`src/rtl/serial_add_ctrl.sv`:
```
// Bit-serial adder: one full-add step per cycle (two half-adder stages plus a carry flop),
// sequenced by a start/busy/done handshake. {cout,sum} = a+b after WIDTH+1 cycles.
module serial_add_ctrl #(
  parameter int WIDTH = 8
) (
  input  logic             clk,
  input  logic             rst,
  input  logic             start,
  input  logic [WIDTH-1:0] a,
  input  logic [WIDTH-1:0] b,
  output logic             busy,
  output logic             done,
  output logic [WIDTH-1:0] sum,
  output logic             cout
);

  localparam int CW = (WIDTH > 1) ? $clog2(WIDTH) : 1;
  localparam logic [CW-1:0] LAST_BIT = CW'(WIDTH - 1);

  typedef enum logic [1:0] {
    S_IDLE = 2'd0,
    S_RUN  = 2'd1,
    S_DONE = 2'd2
  } state_t;

  state_t           state_q, state_d;
  logic [WIDTH-1:0] ra_q, ra_d;
  logic [WIDTH-1:0] rb_q, rb_d;
  logic [WIDTH-1:0] rs_q, rs_d;
  logic [WIDTH-1:0] sum_q, sum_d;
  logic [CW-1:0]    cnt_q, cnt_d;
  logic             carry_q, carry_d;
  logic             cout_q, cout_d;
  logic             busy_q, busy_d;
  logic             done_q, done_d;

  logic p_s, g1_s, s_s, g2_s;

  // State and datapath registers; reset aborts any operation in progress.
  always_ff @(posedge clk) begin
    if (rst) begin
      state_q <= S_IDLE;
      ra_q    <= '0;
      rb_q    <= '0;
      rs_q    <= '0;
      sum_q   <= '0;
      cnt_q   <= '0;
      carry_q <= 1'b0;
      cout_q  <= 1'b0;
      busy_q  <= 1'b0;
      done_q  <= 1'b0;
    end else begin
      state_q <= state_d;
      ra_q    <= ra_d;
      rb_q    <= rb_d;
      rs_q    <= rs_d;
      sum_q   <= sum_d;
      cnt_q   <= cnt_d;
      carry_q <= carry_d;
      cout_q  <= cout_d;
      busy_q  <= busy_d;
      done_q  <= done_d;
    end
  end

  // Next-state logic and the single-bit full-add step built from two half adders.
  always_comb begin
    state_d = state_q;
    ra_d    = ra_q;
    rb_d    = rb_q;
    rs_d    = rs_q;
    sum_d   = sum_q;
    cnt_d   = cnt_q;
    carry_d = carry_q;
    cout_d  = cout_q;

    p_s  = ra_q[0] ^ rb_q[0];
    g1_s = ra_q[0] & rb_q[0];
    s_s  = p_s ^ carry_q;
    g2_s = p_s & carry_q;

    case (state_q)
      S_IDLE, S_DONE: begin
        if (start) begin
          state_d = S_RUN;
          ra_d    = a;
          rb_d    = b;
          rs_d    = '0;
          cnt_d   = '0;
          carry_d = 1'b0;
        end else begin
          state_d = S_IDLE;
        end
      end
      S_RUN: begin
        ra_d              = ra_q >> 1;
        rb_d              = rb_q >> 1;
        rs_d              = rs_q >> 1;
        rs_d[WIDTH-1]     = s_s;
        carry_d           = g1_s | g2_s;
        cnt_d             = cnt_q + CW'(1);
        // sum/cout only ever change on the edge that enters DONE.
        if (cnt_q == LAST_BIT) begin
          state_d = S_DONE;
          sum_d   = rs_d;
          cout_d  = g1_s | g2_s;
        end else begin
          state_d = S_RUN;
        end
      end
      default: begin
        state_d = S_IDLE;
      end
    endcase

    busy_d = (state_d == S_RUN);
    done_d = (state_d == S_DONE);
  end

  assign busy = busy_q;
  assign done = done_q;
  assign sum  = sum_q;
  assign cout = cout_q;

endmodule
```
`config.mk`:
```
export PLATFORM = sky130hd
export DESIGN_NAME = serial_add_ctrl
export DESIGN_NICKNAME = d
export VERILOG_FILES = /design/src/rtl/serial_add_ctrl.sv
export SDC_FILE = /design/constraint.sdc
export NUM_CORES = 1
export LEC_CHECK = 0
export CAP_MARGIN = 20
export CELL_PAD_IN_SITES_DETAIL_PLACEMENT = 0
export CELL_PAD_IN_SITES_GLOBAL_PLACEMENT = 2
export CORE_MARGIN = 2
export CORE_UTILIZATION = 27
export DETAILED_ROUTE_END_ITERATION = 8
export GPL_ROUTABILITY_DRIVEN = 0
export PLACE_DENSITY_LB_ADDON = 0.25
export SLEW_MARGIN = 0
export SYNTH_ARGS = -nofsm -noshare
export SYNTH_HDL_FRONTEND = slang
export SYNTH_SLANG_ARGS = --single-unit
```
`constraint.sdc`:
```
create_clock -name clk -period 1.35 [get_ports clk]
set_input_delay 0.135 -clock clk [delete_from_list [all_inputs] [get_ports clk]]
set_output_delay 0.135 -clock clk [all_outputs]
set_load 0.05 [all_outputs]
```
# Word-level counts from Yosys, hierarchy flattened
# Index checks and enable logic that the tools add are counted.
# totals
reg_bits	41
input_bits	19
# classes
reduce_logical	5
muxes	13
n_bitwise	5
addsub	1
n_eq_ne	6
# op_table
op	count
case mux 8 bit (2 select lines)	3
two-way mux 8 bit	3
case mux 3 bit (2 select lines)	1
== test 2 x 1 -> 1 bit (second input constant)	2
== test 2 bit (second input constant)	2
case mux 2 bit (2 select lines)	1
AND reduction 2 bit	2
adder 3 x 1 -> 3 bit (second input constant)	1
== test 3 bit (second input constant)	1
two-way mux 3 bit	1
AND 1 bit	2
zero test 2 bit	1
two-way mux 1 bit	2
two-way mux 2 bit	1
!= test 2 bit (second input constant)	1
case mux 1 bit (2 select lines)	1
nonzero test 2 bit	1
OR reduction 2 bit	1
XOR 1 bit	2
OR 1 bit	1

# Depth between registers and ports, before layout
# logic_depth
word_depth	4
depth_mapped	6
depth_no_buf	5

# Worst setup path after synthesis
# No wires, ideal clock.
# synth_path
kind	register -> register
start	register cnt_q[0]
end	register sum_q[1] (netlist: sum[1])
setup_ps	71
arrival_ps	1235
synth_period_minus_slack_ps	1306
slack_ps	44
path_stages_with_launch	7
path_cell_list	dfxtp_1 -> ha_1 -> ha_1 -> nand3b_1 -> clkbuf_1 -> nand2_1 -> a21oi_1
# synth_between
elab_chain_len	2
# synth_rtl
element	line_no	source
from (decl)	31	logic [CW-1:0] cnt_q, cnt_d;
from (signal assigned)	58	cnt_q <= cnt_d;
== test 3 bit	103	if (cnt_q == LAST_BIT) begin
AND reduction 2 bit (no line)	--	
to (signal assigned)	57	sum_q <= sum_d;
to (decl)	30	logic [WIDTH-1:0] sum_q, sum_d;
# No other way between the ends.
# A chain may end at the register's enable or synchronous reset.

# Final worst setup path
# layout_path
start	register cnt_q[0]
end	register sum_q[7] (netlist: sum[7])
# Same word-level chain as after synthesis.

==> out/results.ini <==
[finish]
fin_nets=231
n_fill_cell=588
antennaDiodeCount=0
final_cells=282
syn_to_final_growth_pct=36.4
drive_above_1_share=0.157
post-route-cell-area_um2=2130

[global_routing]
grt_pass1_wl_mm=6.01
grt_use_total=0.122
grt_remaining_overflow=0
antenna_found_initial=0
grt_max_degree=41
grt_pass1_vias=1260

[critical_path]
max_stage_delay_ps=330
cp_num_buf_inv=1
critPathKind=register to register
ff2ff_path_depth=6
cp.arrival_ps=1470
end_kind=register
required_ps=1570
reg2reg_to=sum[7]
crit_family=adder cells
crit_fanout=6
path_cells=ha_1, ha_2, nand3b_1, buf_4, nand2_1, a21oi_1
timing.rr.start=cnt_q[0]
cpMaxStageDelayCell=dfxtp_1
critPathLaunchType=register
r2r_slack_ps=100

[synthesis]
yosys_warnings=0
synth_fp_nets=201
ys_seq_elements=40
synth_cell_type_count=19
avgSynthCellArea_um2=8.74
yosysSeqAreaShare=0.512
syn_inst=179
synth_area_um2=1570

[clock_tree]
clk_pin_slew_worst_paths_ps=80
clock-sinks=40
postCtsSetupBuffers=0
cts-hold-fix-buffers=0
cts_root_buf=clkbuf_8
cts_resized=0
cts_buffer_depth=2
cts_buffers=5
cts_tree=built
insertion_delay_ps=290
cts.htree.levels=2

[sta]
max_clock_freq_ghz=0.800
slew-limit-headroom=0.847
hold_viol=0
hold_ws_ps=402
rsz0062_at_grt=true
worst_pin_slew_ps=229
min_period_ps=1250
setup_violations=0
period_share=0.926
clock_skew_ps=6.21
final_max_slew_viol_count=0

[floorplanning]
die_area_um2=6420
floorplan.initialDensity=0.283
row_count=27
die_w_um=80.1
ios=30
core_area_um2=5540
die_h_um=80.1

[routing]
drtAntennaViolNets=0
drt-pass1-iter-count=4
drc_errors=0
vias_per_cell=4.85
first_iter_violations=118
avgRoutedWirePerCell_um=12.5
drt_wl_total_mm=3.53
num_vias=1367

[power_and_ir_drop]
p_per_area_nw_per_um2=1200
fin_total_pwr_uw=2560
vdd_drop_max_mv=0.360
power_leakage_uw=0.000755

[placed_design]
placed_area_um2=2020
dp.cells=274
dp_hpwl_mm=2.39
port_buffers=29

[min_path]
hold_class=primary input to register
whs_endpoint=rb_q[7]
hold_path_depth=3
worstHoldStart=b[7]

[status]
outcome=finished, final reports clean

[job]
maxCapViolations=0

-- Yosys cell counts --
cell / number / area [um^2]
o22ai_1: 14 / 87.6
a21oi_1: 22 / 110
ha_1: 2 / 25.0
nor2b_1: 2 / 12.5
nand3b_1: 1 / 7.51
fa_1: 1 / 20.0
nor3_1: 28 / 140
clkbuf_2: 1 / 5.00
nor2_1: 4 / 15.0
buf_6: 5 / 56.3
dfxtp_1: 40 / 801
clkbuf_1: 6 / 22.5
nand3_1: 22 / 110
nand2_1: 21 / 78.8
buf_2: 2 / 10.0
buf_4: 3 / 22.5
nand2b_1: 3 / 18.8
o21a_1: 1 / 7.51
buf_8: 1 / 15.0
-- report_power, final --
| part | internal [uW] | leakage, uW | total [uW] | switching (uW) |
|---|---|---|---|---|
| clock | 548 | 0.0000552 | 951 | 402 |
| sequential | 1240 | 0.000327 | 1270 | 35.8 |
| combinational | 161 | 0.000374 | 330 | 169 |
| total | 1950 | 0.000755 | 2560 | 608 |
-- worst min-delay path: stages --
cell and delay (ps):
clkdlybuf4s50_1 400, nand2_1 60, a21oi_1 50
-- stage by stage --
stage / setup TNS, ps / utilization / setup slack [ps]
global placement: 0 / 0.364 / 99.9
floorplan: 0 / - / 44.3
CTS: 0 / 0.383 / 33.7
global route: -22.2 / 0.385 / -10.8
detailed placement: 0 / 0.364 / 61.6
finish: 0 / 0.385 / 99.7
-- logic make-up after synthesis --
logic type,count (synthesis),share of synthesized area
fa+ha+maj,3,0.0288
buf+inv,18,0.0839
compound gates,37,0.131
simple gates,81,0.245
flops,40,0.512
-- sequential cells by signal (all words and copies together), names as in the netlist --
signal   cells
ra_q         8
rb_q         8
sum          8
rs_q         7
cnt_q        3
state_q      2
busy         1
carry_q      1
cout         1
done         1
-- per-layer routing --
metal  vias to the layer above  GRT usage  routed length (um)
li1                        691          -                   -
met1                       633      0.159                1640
met2                        39      0.183                1620
met3                         4     0.0427                 222
met4                         0     0.0458                  46
met5                         -          0                   0
-- cell usage in the layout (no fill, tap or decap), drive strengths merged, types with 2 or more instances in the layout --
| cell | instances |
|---|---|
| a21oi | 22 |
| buf | 23 |
| clkbuf | 6 |
| clkdlybuf4s50 | 18 |
| dfxtp | 40 |
| ha | 2 |
| nand2 | 21 |
| nand2b | 3 |
| nand3 | 22 |
| nor2 | 4 |
| nor2b | 2 |
| nor3 | 28 |
| o22ai | 14 |
-- how the worst max path moves through the flow --
stage,start,to,slack (ps),cells after the start
detailed placement,cnt_q[0],sum[7],60,6
global placement,start,rb_q[0],100,5
global route,state_q[0],ra_q[5],-10,4
floorplan,cnt_q[0],sum[1],40,6
CTS,cnt_q[0],sum[7],30,6
finish,cnt_q[0],sum[7],100,6
-- final cells by class --
class                           count  area (um^2)  share of cell area
Sequential cell                    40          801               0.375
Multi-Input combinational cell    121          642               0.301
Tap cell                           72         90.1              0.0422
Timing Repair Buffer               41          494               0.232
Clock inverter                      2         35.0              0.0164
Clock buffer                        6         72.6              0.0340
Power figures use the tool's default switching activity.
